### src/rtl/tdm_mux_2to1.sv
// tdm_mux_2to1: merges two valid/ready streams onto one shared data line plus
// a select bit. Each channel has a one-word holding buffer, and a round-robin
// arbiter feeds a single output register that drives the 1:2 demux.
module tdm_mux_2to1 #(
   parameter int WIDTH = 1
) (
   input  logic             clk,
   input  logic             rst,
   input  logic [WIDTH-1:0] in0_data,
   input  logic             in0_valid,
   output logic             in0_ready,
   input  logic [WIDTH-1:0] in1_data,
   input  logic             in1_valid,
   output logic             in1_ready,
   output logic [WIDTH-1:0] out_data,
   output logic             out_sel,
   output logic             out_valid,
   input  logic             out_ready
);

   // Channel holding buffers (stage p0)
   logic [WIDTH-1:0] buf0_p0;
   logic [WIDTH-1:0] buf1_p0;
   logic             full0_p0;
   logic             full1_p0;

   // Round-robin pointer: channel granted most recently
   logic             last_gnt;

   logic             take0;
   logic             take1;
   logic             can_load;
   logic             gnt_vld;
   logic             gnt_sel;
   logic             load;

   // A tie goes to the channel that did not win last time; otherwise the
   // only full buffer wins.
   function automatic logic arb_sel(input logic f0, input logic f1, input logic last);
      if (f0 && f1) begin
         return ~last;
      end
      return f1;
   endfunction

   // Ready looks only at registered state, so there is no combinational path
   // from out_ready back to either input.
   assign in0_ready = ~full0_p0 & ~rst;
   assign in1_ready = ~full1_p0 & ~rst;

   assign take0    = in0_valid & in0_ready;
   assign take1    = in1_valid & in1_ready;
   assign can_load = ~out_valid | out_ready;

   // Grant decision for the output register
   always_comb begin
      gnt_vld = full0_p0 | full1_p0;
      gnt_sel = arb_sel(full0_p0, full1_p0, last_gnt);
      load    = can_load & gnt_vld;
   end

   // Buffer payloads carry no reset; the full flags qualify them
   always_ff @(posedge clk) begin
      if (take0) begin
         buf0_p0 <= in0_data;
      end
      if (take1) begin
         buf1_p0 <= in1_data;
      end
   end

   // Buffer occupancy: set on input transfer, cleared when granted. The two
   // cannot coincide because ready requires the buffer to be empty.
   always_ff @(posedge clk) begin
      if (rst) begin
         full0_p0 <= 1'b0;
         full1_p0 <= 1'b0;
      end else begin
         if (take0) begin
            full0_p0 <= 1'b1;
         end else if (load && !gnt_sel) begin
            full0_p0 <= 1'b0;
         end
         if (take1) begin
            full1_p0 <= 1'b1;
         end else if (load && gnt_sel) begin
            full1_p0 <= 1'b0;
         end
      end
   end

   // Output register (stage p1): load a granted word, drain when idle, or
   // hold everything while downstream stalls.
   always_ff @(posedge clk) begin
      if (rst) begin
         out_data  <= '0;
         out_sel   <= 1'b0;
         out_valid <= 1'b0;
         last_gnt  <= 1'b1;
      end else if (load) begin
         out_data  <= gnt_sel ? buf1_p0 : buf0_p0;
         out_sel   <= gnt_sel;
         out_valid <= 1'b1;
         last_gnt  <= gnt_sel;
      end else if (out_ready) begin
         out_valid <= 1'b0;
      end
   end

endmodule
### config.mk
export PLATFORM = sky130hd
export DESIGN_NAME = tdm_mux_2to1
export DESIGN_NICKNAME = d
export VERILOG_FILES = /design/src/rtl/tdm_mux_2to1.sv
export SDC_FILE = /design/constraint.sdc
export NUM_CORES = 1
export LEC_CHECK = 0
export CORE_MARGIN = 2
export CORE_UTILIZATION = 25
export DETAILED_ROUTE_END_ITERATION = 10
export MAX_ROUTING_LAYER = met4
export PLACE_DENSITY = 0.52
export SKIP_LAST_GASP = 1
export SYNTH_ARGS = -nofsm -noshare
export SYNTH_HDL_FRONTEND = slang
export SYNTH_SLANG_ARGS = --single-unit
### constraint.sdc
create_clock -name clk -period 1.2 [get_ports clk]
set_clock_uncertainty 0.05 [all_clocks]
set_input_delay 0.12 -clock clk [delete_from_list [all_inputs] [get_ports clk]]
set_output_delay 0.12 -clock clk [all_outputs]
set_load 0.005 [all_outputs]
==> results of run 1 <==
logic make-up (layout without fill, tap and decap cells):
family          Yosys count  after routing  share of synthesized area, %
compound gates            9              9                          19.2
simple gates             16             16                          25.0
buf+inv                   3             20                          3.62
flops                     8              8                          52.2
synthesized netlist by cell type (all sizes together):
cell,n
nor2b,3
a311oi,2
edfxtp,2
inv,2
nand3,1
nand4,1
o21ai,2
and2,2
o21bai,1
nor2,6
nand2b,2
o311ai,1
nand2,1
buf,1
a21oi,3
dfxtp,6
worst min-delay path: stages:
cell and delay (ps):
dlygate4sd2_1 270, buf_4 130, a311oi_1 30
registers in the layout, indices dropped and copies added, names as in the netlist:
register	cells
buf0_p0	1
buf1_p0	1
full0_p0	1
full1_p0	1
last_gnt	1
out_data	1
out_sel	1
out_valid	1
through the flow:
stage / power [W] / setup TNS (ps)
final: 0.000647 / 0
after global routing: 0.000682 / 0
after CTS: 0.000654 / -174
after detailed placement: 0.000452 / -524
after global placement: 0.000450 / -485
after floorplan: 0.000376 / 0
layout make-up:
cell class                      count  area (sq um)
Tap cell                           15          18.8
Multi-Input combinational cell     25           153
Inverter                            2          7.51
Timing Repair Buffer               15           136
Sequential cell                     8           180
Fill cell                         149           783
Clock buffer                        3          22.5
where the power goes:
part           total [W]  internal [W]  switching [W]
clock network   0.000213      0.000115      0.0000983
registers       0.000311      0.000300      0.0000116
logic           0.000122     0.0000693      0.0000527
path summary, 6_finish.rpt:
path / startpoint / end
min reg2reg: out_sel / out_sel
min: rst / full1_p0
max reg2reg: full0_p0 / out_data
max: full1_p0 / in1_ready
per-layer routing:
layer  track usage (%)  vias to the layer above  share of wire [%]
li1                  -                      163                  -
met1              13.3                      145                 44
met2              17.2                        9                 47
met3              3.26                        2                5.5
met4              7.26                        0                3.1
met5                 -                        -                  0
timing repair:
| item | in CTS | in global routing |
|---|---|---|
| hold endpoints to repair | 0 | 0 |
| pin swaps | 1 | 0 |
| setup endpoints to repair | 5 | 1 |
| resized for setup | 5 | 1 |
==> out/qor.yml, run 1 <==
cts_buffer_depth: 2
synth_area_leader_cell: "dfxtp_1"
clk-insertion-delay-late_ps: 260
drc_errors: 0
wire_per_inst_microns: 10.1
grt_pass1_vias: 300
fmax_mhz: 908
power_leakage_nw: 0.228
pre_cts_ws_ps: -223
drt.antenna.violating_nets: 0
cts_tree: "yes"
drt_iter0_drc: 6
row_count: 13
port_buffers: 11
fin_crit_ps: 1100
crit_cells: 2
synth-seq-cells: 8
routed_wl_microns: 687
grt_setup_unrepaired: "false"
path_cells: "nor2_1, dlygate4sd2_1"
hold_depth: 3
fin_cells: 68
drive_above_1_share_pct: 18.9
worst_ir_drop_vdd_mv: 0.541
cts_buffers: 3
post-dp-hpwl_microns: 540
holdWs_ps: 295
design_area_sq_um: 518
core_area_sq_um: 1300
tightest_slew_ps: 238
grt.total_usage_pct: 11.5
hold_viol: 0
slowest_delay_ps: 310
critPathBufInv: 1
finalCritPeriodShare_pct: 91.8
pin_count: 12
yosys-top-cells-area: "dfxtp_1, edfxtp_1, nor2_1"
grt_pass1_wl_mm: 1.20
cts_setup_buffers: 0
dp.cells: 65
drv_cap: 0
area_delta_synth_final_pct: 50.0
regToRegSetupSlack_ps: 200
grt_overflow: 0
cts-hold-fix-buffers: 0
nets: 62
critPathKind: "reg -> out"
crit_slowest_cell: "dfxtp_1"
diodes: 0
postSynthAreaPerCell_sq_um: 9.59
die_h_microns: 41.2
place.gp.congestion: 0.778
netlist_instances: 36
cp_top_family: "flip-flops"
setup_violations: 0
ys_warn_count: 0
ys_types: 17
path_max_fanout: 2
setup_slack_ps: 98.8
powerDensity_nw_per_um2: 1250
firstDrtPassIters: 4
syn-cell-area_sq_um: 345
final_cell_mix: "nor2_1, dfxtp_1, clkdlybuf4s50_1, dlygate4sd2_1, buf_4"
grt_max_degree: 7
cp.required_ps: 1030
vias: 319
synthDominantCellAreaShare_pct: 34.8
clk_pin_slew_ps: 60
htreeDepth: 1
end_kind: "output pin"
die_w_microns: 41.2
synth_seq_area_share_pct: 52.2
start_util_pct: 26.5
synthesis.nets: 43
outcome: "finished clean"
report.final.slew_viol_count: 0
placed_cell_area_sq_um: 499
cts.sinks: 8
final_util_pct: 39.8
cts_root_buffer: "clkbuf_4"
arrival_ps: 930
antenna_found_initial: 0
avgViaCountPerCell: 4.69
startpoint_type: "register"
maxSlewHeadroom_pct: 84.0
dieArea_sq_um: 1690
rr_worst_depth: 4
worst_hold_path_type: "in -> reg"
No activity file was read; power rests on OpenSTA's default activity.
==> inputs of run 2 (changes only) <==
- CORE_MARGIN: 2 -> 3
==> out/qor.yml, run 2 (same netlist as run 1, synthesis figures left out) <==
outcome: "finished clean"  # unchanged
antenna_found_initial: 0  # unchanged
n_fill_cell: 124  # was 149
cts_tree: "yes"  # unchanged
drive_above_1_share_pct: 19.2  # was 18.9%
die_h_microns: 43.2  # was 41.2 microns
grt_pass1_vias: 276  # was 300
core_area_sq_um: 1200  # was 1300 sq um
met1_usage_pct: 9.80  # was 13.3%
final_cell_mix: "nor2_1, clkdlybuf4s50_1, dfxtp_1, dlygate4sd2_1"  # was nor2_1, dfxtp_1, clkdlybuf4s50_1, dlygate4sd2_1, buf_4
clk-insertion-delay-late_ps: 250  # was 260 ps
drt.antenna.violating_nets: 0  # unchanged
worst_ir_drop_vdd_mv: 0.369  # was 0.541 mV
cts.sinks: 8  # unchanged
maxSlewHeadroom_pct: 82.3  # was 84.0%
firstDrtPassIters: 4  # unchanged
tightest_slew_ps: 264  # was 238 ps
finalCritPeriodShare_pct: 93.0  # was 91.8%
top_usage_layer: "met2"  # unchanged
nets: 61  # was 62
cts_root_buffer: "clkbuf_4"  # unchanged
place.gp.congestion: 0.773  # was 0.778
final_util_pct: 42.3  # was 39.8%
fin_crit_ps: 1120  # was 1100 ps
report.final.slew_viol_count: 0  # unchanged
fmax_mhz: 896  # was 908 MHz
area_delta_synth_final_pct: 47.1  # was 50.0%
diodes: 0  # unchanged
die_w_microns: 43.2  # was 41.2 microns
grt_overflow: 0  # unchanged
worst_hold_path_type: "in -> reg"  # unchanged
gr-usage-met2_pct: 11.5  # was 17.2%
htreeDepth: 1  # unchanged
grt_pass1_wl_mm: 1.12  # was 1.20 mm
hold_viol: 0  # unchanged
avgViaCountPerCell: 4.74  # was 4.69
cts_buffers: 3  # unchanged
fin_cells: 66  # was 68
powerDensity_nw_per_um2: 1240  # was 1250 nW/um^2
wire_per_inst_microns: 10.3  # was 10.1 microns
row_count: 12  # was 13
startpoint_type: "primary input"  # was register
use_met3_pct: 2.54  # was 3.26%
drv_cap: 0  # unchanged
cp.required_ps: 1030  # about the same
pin_count: 12  # unchanged
drt_iter0_drc: 8  # was 6
cts_buffer_depth: 2  # unchanged
cts_setup_buffers: 0  # unchanged
grt.total_usage_pct: 8.43  # was 11.5%
port_buffers: 11  # unchanged
arrival_ps: 950  # was 930 ps
grt_setup_unrepaired: "false"  # unchanged
dp.cells: 63  # was 65
setup_violations: 0  # unchanged
path_max_fanout: 3  # was 2
dieArea_sq_um: 1860  # was 1690 sq um
routed_wl_microns: 680  # was 687 microns
drc_errors: 0  # unchanged
start_util_pct: 28.7  # was 26.5%
power_leakage_nw: 0.214  # was 0.228 nW
end_kind: "output pin"  # unchanged
grt_max_degree: 9  # was 7
vias: 313  # was 319
clk_pin_slew_ps: 50  # was 60 ps
critPathKind: "in -> out"  # was reg -> out
-- run 2: cell count changes in the layout (fill, tap and decap cells not counted) --
cell	before	now
dfxtp_2	0	1
dlymetal6s2s_1	1	0
buf_4	4	3
clkdlybuf4s50_1	5	6
dfxtp_1	6	5
-- run 2: layout make-up --
| type | count | area, sq um | area share, % |
|---|---|---|---|
| Sequential cell | 8 | 181 | 35.7 |
| Inverter | 2 | 7.51 | 1.48 |
| Multi-Input combinational cell | 25 | 153 | 30.0 |
| Clock buffer | 3 | 22.5 | 4.43 |
| Tap cell | 14 | 17.5 | 3.45 |
| Timing Repair Buffer | 14 | 126 | 24.9 |
-- run 2: worst paths after layout --
path / start / end / slack [ps] / cells after the start
setup / recovery: rst / in1_ready / 80 / 3
setup reg to reg: full1_p0 / full0_p0 / 200 / 3
hold reg to reg: out_sel / out_sel / 450 / 2
hold / removal: in1_data / buf1_p0 / 370 / 1
-- run 2: repair_timing --
action                                  in CTS  in global routing
endpoints found under the setup margin       5                  0
hold buffers                                 0                  0
resized for setup                            6                  0
-- run 2: layer usage --
| metal | share of wire (%) | vias to the layer above |
|---|---|---|
| li1 | - | 162 |
| met1 | 44 | 135 |
| met2 | 46 | 16 |
| met3 | 10 | 0 |
| met4 | 0 | 0 |
| met5 | 0 | - |
-- run 2: worst max-delay path, stage by stage --
cell	delay, ps
clkdlybuf4s50_1	430
nor2_1	130
dlygate4sd2_1	260
-- run 2: report_power, final --
part	internal [W]	total (W)	switching (W)
clock network	0.000114	0.000200	0.0000855
logic	0.0000675	0.000120	0.0000525
registers	0.000301	0.000312	0.0000115
-- run 2: per-stage QoR --
step	setup slack [ps]	area [sq um]	setup TNS, ps	power (W)	hold slack [ps]
after CTS	61.8	508	0	0.000644	363
after detailed placement	-210	490	-420	0.000448	447
after floorplan	226	345	0	0.000376	169
after global routing	22.2	508	0	0.000673	363
after global placement	-195	490	-408	0.000447	421
final	84.1	508	0	0.000632	371
==> inputs of run 3 (changes only) <==
- CAP_MARGIN: not set -> 20
- SETUP_SLACK_MARGIN: not set -> 0.3
==> out/qor.yml, run 3 (same netlist as run 1, synthesis figures left out) <==
crit_slowest_cell: "dfxtp_4"  # was clkdlybuf4s50_1
placed_cell_area_sq_um: 498  # was 490 sq um
tightest_slew_ps: 263  # was 264 ps
cp_top_family: "flip-flops"  # was buffers and inverters
design_area_sq_um: 587  # was 508 sq um
cp.required_ps: 1320  # was 1030 ps
vias: 321  # was 313
start_util_pct: 28.7  # unchanged
outcome: "finished clean"  # unchanged
fin_cells: 68  # was 66
power_leakage_nw: 0.241  # was 0.214 nW
grt_overflow: 0  # unchanged
dieArea_sq_um: 1860  # unchanged
report.final.slew_viol_count: 0  # unchanged
cts_buffer_depth: 2  # unchanged
drt_iter0_drc: 7  # was 8
startpoint_type: "register"  # was primary input
setup_violations: 0  # unchanged
path_max_fanout: 6  # was 3
worst_ir_drop_vdd_mv: 0.770  # was 0.369 mV
htreeDepth: 1  # unchanged
min_from: "out_ready"  # was in1_data
drv_cap: 0  # unchanged
cts.sinks: 8  # unchanged
drc_errors: 0  # unchanged
combPwrFrac_pct: 21.6  # was 19.0%
diodes: 0  # unchanged
worst_hold_path_type: "in -> reg"  # unchanged
p_sw_w: 0.000196  # was 0.000149 W
pin_count: 12  # unchanged
nets: 62  # was 61
cts-hold-fix-buffers: 0  # unchanged
hold_depth: 4  # was 1
drt.antenna.violating_nets: 0  # unchanged
powerDensity_nw_per_um2: 1210  # was 1240 nW/um^2
drive_above_1_share_pct: 50.0  # was 19.2%
startpoint: "full0_p0"  # was rst
r2r_start: "full0_p0"  # was full1_p0
antenna_found_initial: 0  # unchanged
finalCritPeriodShare_pct: 83.7  # was 93.0%
cts_buffers: 3  # unchanged
avgViaCountPerCell: 4.72  # was 4.74
fin_crit_ps: 1000  # was 1120 ps
path_cells: "buf_6, nand2_4, nand3_4, o311ai_2"  # was clkdlybuf4s50_1, nor2_1, dlygate4sd2_1
die_h_microns: 43.2  # unchanged
area_delta_synth_final_pct: 69.9  # was 47.1%
cts_tree: "yes"  # unchanged
maxSlewHeadroom_pct: 82.5  # was 82.3%
firstDrtPassIters: 4  # unchanged
routed_wl_microns: 832  # was 680 microns
arrival_ps: 1120  # was 950 ps
rr_worst_depth: 4  # was 3
swShare_pct: 27.6  # was 23.7%
clkPwrFrac_pct: 33.1  # was 31.6%
die_w_microns: 43.2  # unchanged
grt_pass1_vias: 325  # was 276
clk-insertion-delay-late_ps: 260  # was 250 ps
final_cell_mix: "nor2_1, clkdlybuf4s50_1, buf_2"  # was nor2_1, clkdlybuf4s50_1, dfxtp_1, dlygate4sd2_1
clk_pin_slew_ps: 60  # was 50 ps
core_area_sq_um: 1200  # unchanged
grt_max_degree: 7  # was 9
wire_per_inst_microns: 12.2  # was 10.3 microns
dp.cells: 62  # was 63
critPathKind: "reg -> reg"  # was in -> out
pre_cts_ws_ps: -259  # was -210 ps
end_kind: "register"  # was output pin
grt_pass1_wl_mm: 1.40  # was 1.12 mm
crit_cells: 4  # was 3
cts_root_buffer: "clkbuf_4"  # unchanged
hold_viol: 0  # unchanged
pwr-share-seq_pct: 45.3  # was 49.4%
post-dp-hpwl_microns: 542
grt_setup_unrepaired: "true"  # was false
row_count: 12  # unchanged
fmax_mhz: 995  # was 896 MHz
grt.total_usage_pct: 10.7  # was 8.43%
slowest_delay_ps: 360  # was 430 ps
setup_slack_ps: 195  # was 84.1 ps
critPathBufInv: 1  # was 2
p_int_w: 0.000515  # was 0.000482 W
port_buffers: 11  # unchanged
place.gp.congestion: 0.769  # was 0.773
==> run 3: routing by layer <==
metal	vias to the layer above	GRT usage [%]	wire (microns)	share of wire (%)
li1	161	-	-	-
met3	0	8.05	75	9.0
met5	-	-	0	0
met4	0	1.81	0	0
met1	146	11.8	333	40
met2	14	15.6	423	51
==> run 3: what timing repair did <==
action / in CTS / in global routing
resized for setup: 32 / 8
pin swaps: 3 / 3
setup endpoints to repair: 12 / 11
endpoints found under the hold margin: 0 / 0
setup buffers: 2 / 0
==> run 3: worst paths after layout <==
path,end,slack [ps]
worst max-delay path,out_data,200
worst max register to register,out_data,200
worst min-delay path,out_sel,260
worst min register to register,out_sel,410
==> run 3: per-stage QoR <==
stage	power (W)	utilization [%]	setup TNS, ps	hold WS [ps]
CTS	0.000696	45.8	0	341
global route	0.000754	48.9	0	266
detailed placement	0.000449	41.5	-762	424
global placement	0.000448	41.5	-680	419
floorplan	0.000382	-	0	169
finish	0.000711	48.9	0	257
==> run 3: final cells by class <==
cell class                 instances  area (sq um)
tap                               14          17.5
timing repair buffer              15           130
fill                             133           614
inverter                           2          7.51
multi-input combinational         25           211
clock buffer                       4          26.3
sequential                         8           194
==> run 3: power by group through the flow <==
| stage | combinational (W) | clock, W | sequential (W) |
|---|---|---|---|
| after global routing | 0.000167 | 0.000262 | 0.000326 |
| after detailed placement | 0.000120 | 0 | 0.000328 |
| final | 0.000154 | 0.000235 | 0.000322 |
| after global placement | 0.000119 | 0 | 0.000328 |
| after floorplan | 0.0000561 | 0 | 0.000326 |
| after CTS | 0.000137 | 0.000240 | 0.000320 |
==> run 3: worst min-delay path, delay by kind of cell <==
family | cells | cell delay [ps]
compound gates | 2 | 190
simple gates | 1 | 70
buf+inv | 1 | 150
